File: src/rtl/lif_neuron_multi_pkg.sv
// Shared types and configuration-chain layout helpers for the LIF neuron.
package lif_pkg;

  typedef enum logic {
    INTEG  = 1'b0,
    REFRAC = 1'b1
  } lif_state_t;

  // Total configuration chain length: {w[N_SYN-1..0], thresh, leak_s, refrac}.
  function automatic int unsigned cfg_bits(input int unsigned w, input int unsigned n_syn,
                                           input int unsigned ls_w, input int unsigned ref_w);
    return n_syn * w + w + ls_w + ref_w;
  endfunction

  // Field offsets within the chain, LSB side first.
  localparam int unsigned REFRAC_LSB = 0;

  function automatic int unsigned leak_lsb(input int unsigned ref_w);
    return ref_w;
  endfunction

  function automatic int unsigned thresh_lsb(input int unsigned ls_w, input int unsigned ref_w);
    return ref_w + ls_w;
  endfunction

  function automatic int unsigned w0_lsb(input int unsigned w, input int unsigned ls_w,
                                         input int unsigned ref_w);
    return ref_w + ls_w + w;
  endfunction

endpackage

File: src/rtl/lif_neuron_multi_if.sv
// Configuration, synapse and output signals of the LIF neuron.
interface lif_neuron_multi_if #(
  parameter int unsigned W     = 8,
  parameter int unsigned N_SYN = 4
);
  logic             set_vars;
  logic             cfg_in;
  logic [N_SYN-1:0] syn;
  logic             axon;
  logic [W-1:0]     V;
  logic             refractory;

  modport master (output set_vars, output cfg_in, output syn,
                  input  axon, input V, input refractory);
  modport slave  (input  set_vars, input cfg_in, input syn,
                  output axon, output V, output refractory);
endinterface

File: src/rtl/lif_neuron_multi_cfg_shift.sv
// Bit-serial configuration shift register, MSB-first, synchronous clear.
module lif_cfg_shift #(
  parameter int unsigned CFG_BITS = 47
) (
  input  logic                clk,
  input  logic                clr,
  input  logic                en,
  input  logic                din,
  output logic [CFG_BITS-1:0] chain
);

  // Shift one bit in per enabled cycle; clear wipes any partial load.
  always_ff @(posedge clk) begin
    if (clr)     chain <= '0;
    else if (en) chain <= {chain[CFG_BITS-2:0], din};
  end

endmodule

File: src/rtl/lif_neuron_multi.sv
// Multi-synapse leaky integrate-and-fire neuron with serial configuration.
module lif_neuron_multi
  import lif_pkg::*;
#(
  parameter int unsigned W     = 8,
  parameter int unsigned N_SYN = 4,
  parameter int unsigned LS_W  = 3,
  parameter int unsigned REF_W = 4
) (
  input logic              clk,
  input logic              rst,
  lif_neuron_multi_if.slave bus
);

  localparam int unsigned CFG_BITS = cfg_bits(W, N_SYN, LS_W, REF_W);
  localparam int unsigned SUM_W    = W + $clog2(N_SYN);
  localparam int unsigned ACC_W    = SUM_W + 1;

  logic [CFG_BITS-1:0] cfg_vec;
  logic [W-1:0]        w [N_SYN];
  logic [W-1:0]        thresh;
  logic [LS_W-1:0]     leak_s;
  logic [REF_W-1:0]    refrac;

  lif_cfg_shift #(.CFG_BITS(CFG_BITS)) u_cfg (
    .clk   (clk),
    .clr   (rst),
    .en    (bus.set_vars),
    .din   (bus.cfg_in),
    .chain (cfg_vec)
  );

  assign refrac = cfg_vec[REFRAC_LSB +: REF_W];
  assign leak_s = cfg_vec[leak_lsb(REF_W) +: LS_W];
  assign thresh = cfg_vec[thresh_lsb(LS_W, REF_W) +: W];

  for (genvar g = 0; g < N_SYN; g++) begin : g_w
    assign w[g] = cfg_vec[w0_lsb(W, LS_W, REF_W) + g * W +: W];
  end

  lif_state_t       state_q, state_d;
  logic [REF_W-1:0] ref_cnt_q, ref_cnt_d;
  logic [W-1:0]     v_q, v_d;
  logic             axon_q, axon_d;

  logic [SUM_W-1:0] in_sum;
  logic [W-1:0]     shifted, leak;
  logic [ACC_W-1:0] acc_raw;
  logic [W-1:0]     acc;

  // Sum the weights of all synapses spiking this cycle, full width so nothing is lost.
  always_comb begin
    in_sum = '0;
    for (int unsigned i = 0; i < N_SYN; i++) begin
      if (bus.syn[i]) in_sum = in_sum + SUM_W'(w[i]);
    end
  end

  // Shift-based leak with a floor of 1 so V always decays to zero.
  always_comb begin
    shifted = v_q >> leak_s;
    if (leak_s == '0 || v_q == '0) leak = '0;
    else if (shifted == '0)        leak = W'(1);
    else                           leak = shifted;
    acc_raw = ACC_W'(v_q) - ACC_W'(leak) + ACC_W'(in_sum);
    acc     = (|acc_raw[ACC_W-1:W]) ? '1 : acc_raw[W-1:0];
  end

  // Next-state and output logic; config mode forces rest.
  always_comb begin
    state_d   = state_q;
    ref_cnt_d = ref_cnt_q;
    v_d       = v_q;
    axon_d    = 1'b0;
    if (bus.set_vars) begin
      state_d   = INTEG;
      ref_cnt_d = '0;
      v_d       = '0;
    end else begin
      unique case (state_q)
        INTEG: begin
          if (thresh != '0 && acc >= thresh) begin
            v_d    = '0;
            axon_d = 1'b1;
            if (refrac != '0) begin
              state_d   = REFRAC;
              ref_cnt_d = refrac;
            end
          end else begin
            v_d = acc;
          end
        end
        REFRAC: begin
          v_d = '0;
          if (ref_cnt_q == REF_W'(1)) begin
            state_d   = INTEG;
            ref_cnt_d = '0;
          end else begin
            ref_cnt_d = ref_cnt_q - REF_W'(1);
          end
        end
        default: state_d = INTEG;
      endcase
    end
  end

  // State and output registers.
  always_ff @(posedge clk) begin
    if (rst) begin
      state_q   <= INTEG;
      ref_cnt_q <= '0;
      v_q       <= '0;
      axon_q    <= 1'b0;
    end else begin
      state_q   <= state_d;
      ref_cnt_q <= ref_cnt_d;
      v_q       <= v_d;
      axon_q    <= axon_d;
    end
  end

  assign bus.V          = v_q;
  assign bus.axon       = axon_q;
  assign bus.refractory = (state_q == REFRAC);

endmodule

File: src/flat_wrapper.sv
// flat-port wrapper written by rule: the top's interface ports become plain ports
module lif_neuron_multi_flat import lif_pkg::*;
#(
  parameter int unsigned W     = 8,
  parameter int unsigned N_SYN = 4,
  parameter int unsigned LS_W  = 3,
  parameter int unsigned REF_W = 4
)
  (clk, rst, bus_set_vars, bus_cfg_in, bus_syn, bus_axon, bus_V, bus_refractory);
  lif_neuron_multi_if #(.W(W), .N_SYN(N_SYN)) bus_i ();
  input logic clk;
  input logic rst;
  input wire logic [$bits(bus_i.set_vars)-1:0] bus_set_vars;
  input wire logic [$bits(bus_i.cfg_in)-1:0] bus_cfg_in;
  input wire logic [$bits(bus_i.syn)-1:0] bus_syn;
  output wire logic [$bits(bus_i.axon)-1:0] bus_axon;
  output wire logic [$bits(bus_i.V)-1:0] bus_V;
  output wire logic [$bits(bus_i.refractory)-1:0] bus_refractory;
  assign bus_i.set_vars = bus_set_vars;
  assign bus_i.cfg_in = bus_cfg_in;
  assign bus_i.syn = bus_syn;
  assign bus_axon = bus_i.axon;
  assign bus_V = bus_i.V;
  assign bus_refractory = bus_i.refractory;
  lif_neuron_multi #(.W(W), .N_SYN(N_SYN), .LS_W(LS_W), .REF_W(REF_W)) u_core (.clk(clk), .rst(rst), .bus(bus_i));
endmodule
File: config.mk
export PLATFORM = sky130hd
export DESIGN_NAME = lif_neuron_multi_flat
export DESIGN_NICKNAME = d
export VERILOG_FILES = /design/src/rtl/lif_neuron_multi_pkg.sv /design/src/rtl/lif_neuron_multi_if.sv /design/src/rtl/lif_neuron_multi_cfg_shift.sv /design/src/rtl/lif_neuron_multi.sv /design/src/flat_wrapper.sv
export SDC_FILE = /design/constraint.sdc
export NUM_CORES = 1
export LEC_CHECK = 0
export CORE_MARGIN = 5
export CORE_UTILIZATION = 45
export DETAILED_ROUTE_END_ITERATION = 6
export HOLD_SLACK_MARGIN = 0.02
export PLACE_DENSITY = 0.64
export SETUP_SLACK_MARGIN = 0.3
export SKIP_CTS_REPAIR_TIMING = 1
export SYNTH_ARGS = -nofsm -noshare
export SYNTH_HDL_FRONTEND = slang
export SYNTH_SLANG_ARGS = --single-unit
File: constraint.sdc
create_clock -name clk -period 16.2 [get_ports clk]
set_clock_uncertainty 0.1 [all_clocks]
set_input_delay 3.24 -clock clk [delete_from_list [all_inputs] [get_ports clk]]
set_output_delay 3.24 -clock clk [all_outputs]
set_load 0.01 [all_outputs]
After elaboration in Yosys (flattened, before gate mapping)
Index checks and enable logic that the tools add are counted.
W data, S select, Z words.
{"block": "totals", "ff_bits": 61, "latch_bits": 0, "ram_bits": 0, "mem_bits_ro": 0, "inputBits": 8, "out_inout_bits": 10, "elab_cells": 46, "mem_count": 0}
{"block": "op_classes", "addsub": 6, "mul": 0, "div": 0, "order_cmp": 1, "eq_ne": 3, "n_shift": 1, "mux": 18, "n_bitwise": 1, "n_reduce_logical": 11}
{"op": "$mux W8", "count": 5}
{"op": "$mux W10", "count": 3}
{"op": "$add A10 B8 Y10", "count": 2}
{"op": "$logic_not A8 Y1", "count": 2}
{"op": "$pmux W8 S2", "count": 1}
{"op": "$mux W4", "count": 3}
{"op": "$add A11 B10 Y11", "count": 1}
{"op": "$add A8 B8 Y9", "count": 1}
{"op": "$sub A8 B8 Y9", "count": 1}
{"op": "$ge A8 B8 Y1", "count": 1}
{"op": "$pmux W4 S2", "count": 1}
{"op": "$reduce_bool A8 Y1", "count": 1}
{"op": "$shr A8 B3 Y8", "count": 1}
{"op": "$reduce_or A3 Y1", "count": 2}
{"op": "$eq A4 B1 Y1 const B", "count": 1}
{"op": "$mux W1", "count": 4}
{"op": "$ne A2 B1 Y1 const B", "count": 2}
{"op": "$reduce_bool A4 Y1", "count": 1}
{"op": "$sub A4 B1 Y4 const B", "count": 1}
{"op": "$logic_not A3 Y1", "count": 1}
{"op": "$pmux W1 S2", "count": 1}
{"op": "$reduce_and A2 Y1", "count": 1}
{"op": "$reduce_or A2 Y1", "count": 1}
{"op": "$logic_and A1 B1 Y1", "count": 1}
{"op": "2 further kinds", "count": 2}

Depth between registers and ports, before layout
Gate-level depths: netlist of the first run.
{"block": "logic_depth", "word_depth": 14, "ltp_mapped": 41}

By module
From an unflattened synthesis of the first run, not the netlist that was laid out.
{"block": "hier_totals", "cells_unflattened": 576, "hier_area_um2": 4880.9}
{"mod": "lif_neuron_multi", "instances": 1, "cells_each": 425, "area_per_inst_um2": 3194.3, "seq_area_each_um2": 280.3}
{"mod": "lif_cfg_shift", "instances": 1, "cells_each": 151, "area_per_inst_um2": 1686.6, "seq_area_each_um2": 940.9}

Worst setup path before layout of the first run
OpenSTA, ideal clock, no wires.
{"block": "synth_path", "kind": "input to register", "startpoint": "input port bus_syn[0]", "endpoint": "register u_core.v_q[0] (netlist: u_core.bus.V[0])", "setup_time_ps": 70, "arrival_ps": 9643, "required_time_ps": 16030, "setup_slack_ps": 6387, "stages": 34, "path_cell_list": "and2_1 ha_1 inv_1 fa_1 xnor2_1 mux2_2 ha_1 a21oi_1 xnor2_1 mux2_2 ha_1 o21a_1 o21ai_0 nand2b_1 a21oi_1 xnor2_1 mux2_2 ha_1 or3_1 nor3_1 a21oi_1 mux2_4 nor4_4 buf_6 nand2_1 ha_1 a21o_1 a21o_1 a21oi_1 o31a_1 nor2_1 or3_1 clkbuf_1 a21oi_1"}
{"block": "synth_via", "elab_chain_cells": 14}
{"item": "from (decl)", "line_no": "flat_wrapper.sv:15", "source": "input wire logic [$bits(bus_i.syn)-1:0] bus_syn;"}
{"item": "$mux W8 (*)", "line_no": "lif_neuron_multi.sv:55", "source": "if (bus.syn[i]) in_sum = in_sum + SUM_W'(w[i]);"}
{"item": "$add A8 B8 Y9", "line_no": "lif_neuron_multi.sv:55"}
{"item": "$mux W10 (*)", "line_no": "lif_neuron_multi.sv:55"}
{"item": "$add A10 B8 Y10", "line_no": "lif_neuron_multi.sv:55"}
{"item": "$mux W10 (*)", "line_no": "lif_neuron_multi.sv:55"}
{"item": "$add A10 B8 Y10", "line_no": "lif_neuron_multi.sv:55"}
{"item": "$mux W10 (*)", "line_no": "lif_neuron_multi.sv:55"}
{"item": "$add A11 B10 Y11 (*)", "line_no": "lif_neuron_multi.sv:65", "source": "acc_raw = ACC_W'(v_q) - ACC_W'(leak) + ACC_W'(in_sum);"}
{"item": "$reduce_or A3 Y1", "line_no": "lif_neuron_multi.sv:66", "source": "acc = (|acc_raw[ACC_W-1:W]) ? '1 : acc_raw[W-1:0];"}
{"item": "$mux W8 (*)", "line_no": "lif_neuron_multi.sv:66"}
{"item": "net u_core.acc[5]", "line_no": "lif_neuron_multi.sv:49", "source": "logic [W-1:0] acc;"}
{"item": "$ge A8 B8 Y1 (*)", "line_no": "lif_neuron_multi.sv:82", "source": "if (thresh != '0 && acc >= thresh) begin"}
{"item": "$logic_and A1 B1 Y1 (*)", "line_no": "lif_neuron_multi.sv:82"}
{"item": "$mux W8 (*)", "line_no": "lif_neuron_multi.sv:82"}
{"item": "$pmux W8 S2 (*)", "line_no": "lif_neuron_multi.sv:80", "source": "unique case (state_q)"}
{"item": "to (signal assigned)", "line_no": "lif_neuron_multi.sv:117", "source": "v_q <= v_d;"}
{"item": "to (decl)", "line_no": "lif_neuron_multi.sv:43", "source": "logic [W-1:0] v_q, v_d;"}
The timed path passes the listed nets; every way through them passes the cells marked *.
A chain may end at the register's enable or synchronous reset.

Worst setup path after layout of the first run
{"block": "layout_path", "startpoint": "input port bus_syn[0]", "endpoint": "register u_core.v_q[3] (netlist: u_core.bus.V[3])"}
{"block": "layout_via", "elab_chain_cells": 14}
{"item": "$mux W8 (*)", "line_no": "lif_neuron_multi.sv:55"}
{"item": "$add A8 B8 Y9", "line_no": "lif_neuron_multi.sv:55"}
{"item": "$mux W10 (*)", "line_no": "lif_neuron_multi.sv:55"}
{"item": "$add A10 B8 Y10", "line_no": "lif_neuron_multi.sv:55"}
{"item": "$mux W10 (*)", "line_no": "lif_neuron_multi.sv:55"}
{"item": "$add A10 B8 Y10", "line_no": "lif_neuron_multi.sv:55"}
{"item": "$mux W10 (*)", "line_no": "lif_neuron_multi.sv:55"}
{"item": "$add A11 B10 Y11 (*)", "line_no": "lif_neuron_multi.sv:65"}
{"item": "$reduce_or A3 Y1", "line_no": "lif_neuron_multi.sv:66"}
{"item": "$mux W8 (*)", "line_no": "lif_neuron_multi.sv:66"}
{"item": "$ge A8 B8 Y1", "line_no": "lif_neuron_multi.sv:82"}
{"item": "$logic_and A1 B1 Y1", "line_no": "lif_neuron_multi.sv:82"}
{"item": "$mux W8 (*)", "line_no": "lif_neuron_multi.sv:82"}
{"item": "$pmux W8 S2 (*)", "line_no": "lif_neuron_multi.sv:80"}
Every way passes the cells marked *; elsewhere a longest branch is shown, timed or not.

==> flow_metrics.tcl, run 1 <==
set metrics [dict create \
    hp-class "reg2reg" \
    syn_to_final_growth_pct 11.0 \
    synthAdderAreaFrac_pct 15.8 \
    rsz0062_at_grt "false" \
    synthTopCellsByCount "nor2_1, dfxtp_1, mux2i_1" \
    dieArea_sq_um 12900 \
    clockBufferDepth 2 \
    drc 0 \
    detail-route-antenna-nets 0 \
    swShare_pct 26.8 \
    pwr_density_cell_nw_per_um2 78.0 \
    power_switching_mw 0.112 \
    synth_ff_type "dfxtp_1" \
    arrival_ns 11.15 \
    max_cap_viol_count 0 \
    r2r-start "u_core.u_cfg.chain[15]$_SDFFE_PP0P_" \
    p_seq_share_pct 37.2 \
    grt_pass1_wl_um 17300 \
    fillCellCount 1007 \
    grt_max_degree 49 \
    leakage_nw 2.34 \
    synth_enable_flop_cells 0 \
    ff2ff_path_depth 35 \
    htree_levels 3 \
    postPlaceCellArea_sq_um 5100 \
    async_reset_ff_share_pct 0 \
    clock.fmax_mhz 91.0 \
    dieHeight_um 114 \
    gr-total-overflow 0 \
    antenna_found_initial 0 \
    grt_usage_pct 16.0 \
    place_congestion 0.873 \
    cts_root_buf "clkbuf_8" \
    fp.dieW_um 114 \
    yosys.area_share.simple_pct 16.6 \
    synth.yosys.seq_area_share_pct 25.3 \
    required_ns 16.37 \
    diodes 0 \
    tns_ns 0 \
    cellInternalPower_mw 0.307 \
    finalSetupViolCount 0 \
    placementRows 37 \
    synth_top_area_share_pct 25.3 \
    tightest_slew_ns 0.806 \
    post-route-period-util_pct 67.8 \
    numCtsBuffers 9 \
    slowest_delay_ns 0.65 \
    clock_power_share_pct 43.5 \
    vias 3903 \
    synth-compound-area-share_pct 16.7 \
    path_class "in2reg" \
    core_area_sq_um 10400 \
    synth_top_area_cell "dfxtp_1" \
    synth.distinct_cells 54 \
    via_per_inst 5.39 \
    syn_nets 640 \
    cts_tree "built" \
    p_total_mw 0.419 \
    grt_pass1_vias 3810 \
    p_comb_share_pct 19.4 \
    synthTopCellsByArea "dfxtp_1, ha_1, mux2i_1, nor2_1, a21oi_1" \
    syn_area_per_cell_sq_um 8.42 \
    cp_top_family "simple AND/OR/NAND/NOR gates" \
    insertion_delay_ns 0.34 \
    slew_headroom_pct 46.3 \
    initial_utilization_pct 46.4 \
    rr_endpoint "u_core.bus.V[3]$_SDFF_PP0_" \
    nNetsFinal 649 \
    cp_num_buf_inv 3 \
    syn-cell-area_sq_um 4840 \
    r2r_slack_ns 8.39 \
    path_depth 36 \
    hold_path_depth 2 \
    ir_worst_vdd_mv 0.0521 \
    routedWlPerCell_um 13.7 \
    clkTransAtPathRegs_ns 0.07 \
    synth.most_common_cell "nor2_1" \
    hold_viol 0 \
    path_max_fanout 16 \
    first_iter_violations 163 \
    place_hpwl_um 7430 \
    syn_inst 574 \
    end_kind "flip-flop" \
    holdPathEnd "u_core.u_cfg.chain[20]$_SDFFE_PP0P_" \
    synth-xor-area-share_pct 5.07 \
    yosys_warnings 0 \
    muxShareOfSynthArea_pct 15.6 \
    synth_top_family_by_area "compound AO/OA/AOI/OAI gates" \
    status "completed" \
    fin_area_sq_um 5370 \
    ioPinCount 18 \
    wirelength_um 9940 \
    drv_slew 0 \
    cts.sinks 61 \
    ys_ff_latch 61 \
    slowest_stage "nor4_4" \
    period_minus_slack_ns 10.98 \
    fin_util_pct 51.5 \
    hp-start "u_core.u_cfg.chain[20]$_SDFFE_PP0P_" \
    dr.pass1.iters 5 \
    crit_path_start_kind "primary input" \
    drive_above_1_share_pct 7.14 \
    numPortBuffers 17 \
]
[per-stage QoR]
step	hold WS, ns	cells	setup slack (ns)
after floorplan	0.375	574	6.39
after global placement	0.402	708	5.04
after detailed placement	0.409	708	4.89
after CTS	0.430	724	5.19
after global routing	0.464	724	4.66
final	0.427	724	5.22
[area by class of cell]
cell class              instances  area (sq um)  area share [%]
well taps                     136           170            3.17
inverters                      40           150            2.80
flip-flops and latches         61          1220            22.7
clock buffers                   9           124            2.31
clock inverters                 7           146            2.73
repair buffers                 19           180            3.36
multi-input cells             452          3380            62.9
[worst reg2reg max path, delay by kind of cell (launching register included)]
kind                     cells  cell delay [ns]
buffers and inverters        2             0.14
XOR/XNOR                     1             0.08
AO/OA/AOI/OAI               13             2.01
flip-flops                   1             0.35
multiplexers                 3             0.89
AND/OR/NAND/NOR             10             2.41
adder cells (fa/ha/maj)      6             1.72
[metal layers]
layer  GRT usage, %  vias to the layer above  share of wire, %
met2           25.7                       59                46
met3           2.86                       16               3.2
met5              0                        -                 0
met4           6.01                        0               1.9
li1               -                     2038                 -
met1           21.4                     1790                49
[state kept, by name, summed over array words and instances (netlist names)]
name,flops
u_core.bus.axon,1
u_core.u_cfg.chain,47
u_core.bus.refractory,1
u_core.ref_cnt_q,4
u_core.bus.V,8
[worst max-delay path by stage]
stage	from	end	slack, ns
after floorplan	bus_syn[0]	u_core.bus.V[0]$_SDFF_PP0_	6.39
after global placement	bus_syn[0]	u_core.bus.V[7]$_SDFF_PP0_	5.04
after detailed placement	bus_syn[0]	u_core.bus.V[3]$_SDFF_PP0_	4.89
after CTS	bus_syn[0]	u_core.bus.V[3]$_SDFF_PP0_	5.19
after global routing	bus_syn[0]	u_core.bus.V[1]$_SDFF_PP0_	4.66
final	bus_syn[0]	u_core.bus.V[3]$_SDFF_PP0_	5.22
[logic make-up (layout without fill, tap and decap cells)]
group	Yosys count	count (layout)
AO/OA/AOI/OAI	130	130
XOR/XNOR	28	28
adder cells (fa/ha/maj)	58	58
buffers and inverters	61	75
flip-flops	61	61
multiplexers	70	70
other	1	1
AND/OR/NAND/NOR	165	165
[layout by cell type, fill, tap and decap left out, types with 10 or more instances in the layout]
cell type,Yosys,routed
a21o_1,13,13
nand2b_1,11,11
o21ai_0,36,36
xnor2_1,18,18
nor2_1,78,78
dfxtp_1,61,61
clkdlybuf4s50_1,0,16
o21a_1,10,10
a21oi_1,39,39
ha_1,53,53
nand2_1,23,23
inv_1,40,40
mux2i_1,57,57
xor2_1,10,10
[power by group through the flow]
stage	registers [mW]	clock network (mW)	logic [mW]
global placement	0.159	0	0.0797
detailed placement	0.159	0	0.0810
CTS	0.156	0.188	0.0815
finish	0.156	0.182	0.0812
floorplan	0.159	0	0.0629
global route	0.156	0.194	0.0915
Note: power is estimated with default switching activity, not from simulation.
==> run 2: changes to the inputs <==
- PLACE_DENSITY: 0.64 -> 0.66
- clock period: 16.2 -> 8.91 ns (I/O delays scaled with it)
==> run 2 against run 1 <==
  * Via count rose by 6.8%
  * Sequential cell count unchanged
  * Worst setup slack got worse by 4.6 ns
  * Combinational power rose by 120%
  * Final cell count rose by 6.6%
  * Routed wire length is 12% higher
  * Critical path depth stayed put
  * Worst hold slack about the same
  * Cell area up 11%
  * Clock power up 27%
==> flow_metrics.tcl, run 2 (same netlist as run 1, synthesis figures left out) <==
set metrics [dict create \
    status "completed" \
    fin_area_sq_um 5960 \
    stdcell_count 772 \
    place_congestion 0.906 \
    detail-route-antenna-nets 0 \
    insertion_delay_ns 0.34 \
    clock_power_share_pct 33.4 \
    largest_reg_flops 47 \
    leakage_nw 2.58 \
    clock.fmax_mhz 120 \
    slowest_stage "or3_4" \
    clockBufferDepth 2 \
    placementRows 37 \
    ioPinCount 18 \
    arrival_ns 8.50 \
    numCtsBuffers 9 \
    diodes 0 \
    top_register "u_core.u_cfg.chain" \
    htree_levels 3 \
    path_max_fanout 8 \
    nNetsFinal 698 \
    routedWlPerCell_um 14.4 \
    swShare_pct 30.0 \
    max_cap_viol_count 0 \
    numPortBuffers 17 \
    clkTransAtPathRegs_ns 0.06 \
    period_minus_slack_ns 8.33 \
    grt_usage_pct 17.1 \
    syn_to_final_growth_pct 23.3 \
    antenna_found_initial 0 \
    ir_worst_vdd_mv 0.140 \
    fin_util_pct 57.2 \
    first_iter_violations 184 \
    cellInternalPower_mw 0.484 \
    rsz0062_at_grt "false" \
    layout_commonest_cell "nor2_1" \
    slowest_delay_ns 0.45 \
    dieArea_sq_um 12900 \
    p_comb_share_pct 25.6 \
    layout_common_cells "nor2_1, dfxtp_1, mux2i_1" \
    place_hpwl_um 8040 \
    vias 4167 \
    cts.sinks 61 \
    pwr_density_cell_nw_per_um2 116 \
    dieHeight_um 114 \
    path_class "in2reg" \
    crit_path_frequent_cell "a21oi_2" \
    finalSetupViolCount 0 \
    power_switching_mw 0.208 \
    wirelength_um 11100 \
    via_per_inst 5.40 \
    crit_path_start_kind "primary input" \
    post-route-period-util_pct 93.5 \
    core_area_sq_um 10400 \
    p_seq_share_pct 40.9 \
    end_kind "flip-flop" \
    dp_cells 750 \
    grt_pass1_wl_um 18500 \
    tightest_slew_ns 0.805 \
    cts_tree "built" \
    drive_above_1_share_pct 21.2 \
    slew_headroom_pct 46.3 \
    hp-class "reg2reg" \
    drc 0 \
    hold_viol 0 \
    grt_max_degree 49 \
    dr.pass1.iters 4 \
    drv_slew 0 \
    grt_pass1_vias 4113 \
    postPlaceCellArea_sq_um 5410 \
    cts_root_buf "clkbuf_8" \
    fp.dieW_um 114 \
    initial_utilization_pct 46.4 \
    required_ns 9.08 \
    whs_ns 0.427 \
    gr-total-overflow 0 \
]
## run 2: cell count changes in the layout (fill, tap and decap cells not counted), moves of 7 or more
| cell | delta |
|---|---|
| o21ai_1 | +7 |
| ha_1 | -10 |
| ha_4 | +9 |
| a21oi_2 | +16 |
| a21oi_1 | -17 |
| buf_4 | +48 |
| o21ai_0 | -10 |
## run 2: area by class of cell
cell class | count | area, sq um
sequential | 61 | 1220
fill | 944 | 4450
clock buffer | 10 | 128
multi-input combinational | 452 | 3690
timing repair buffer | 68 | 554
clock inverter | 5 | 52.6
inverter | 40 | 150
tap | 136 | 170
## run 2: metrics by stage
step	power, mW	setup slack (ns)	TNS, ns
after CTS	0.686	-0.162	-1.12
after floorplan	0.403	0.555	0
after global placement	0.449	-0.355	-3.95
final	0.692	0.583	0
after detailed placement	0.453	-0.493	-5.51
after global routing	0.732	0.232	0
## run 2: metal layers
metal | wire length (um) | track usage, % | part of all wire (%)
met1 | 5170 | 22.0 | 47
met2 | 5560 | 29.2 | 50
met3 | 169 | 2.92 | 1.5
met4 | 187 | 5.61 | 1.7
met5 | 0 | 0 | 0
## run 2: power by group through the flow
stage / clock network (mW) / logic [mW] / registers [mW]
4_1_cts: 0.238 / 0.165 / 0.283
3_5_place_dp: 0 / 0.163 / 0.289
5_1_grt: 0.252 / 0.196 / 0.284
2_1_floorplan: 0 / 0.114 / 0.288
6_report: 0.231 / 0.177 / 0.283
3_3_place_gp: 0 / 0.160 / 0.289
## run 2: final timing paths
path	end	start	cells past startpoint	slack [ns]
min	u_core.u_cfg.chain[12]$_SDFFE_PP0P_	u_core.u_cfg.chain[12]$_SDFFE_PP0P_	2	0.43
min reg2reg	u_core.u_cfg.chain[12]$_SDFFE_PP0P_	u_core.u_cfg.chain[12]$_SDFFE_PP0P_	2	0.43
max	u_core.bus.V[0]$_SDFF_PP0_	bus_syn[0]	36	0.58
max reg2reg	u_core.bus.V[0]$_SDFF_PP0_	u_core.u_cfg.chain[15]$_SDFFE_PP0P_	35	1.85
## run 2: worst max-delay path, delay by kind of cell
kind | cells | cell delay [ns]
simple gates | 10 | 1.78
buf+inv | 3 | 0.43
fa+ha+maj | 6 | 1.49
xor+xnor | 2 | 0.25
compound gates | 13 | 2.17
mux | 2 | 0.57
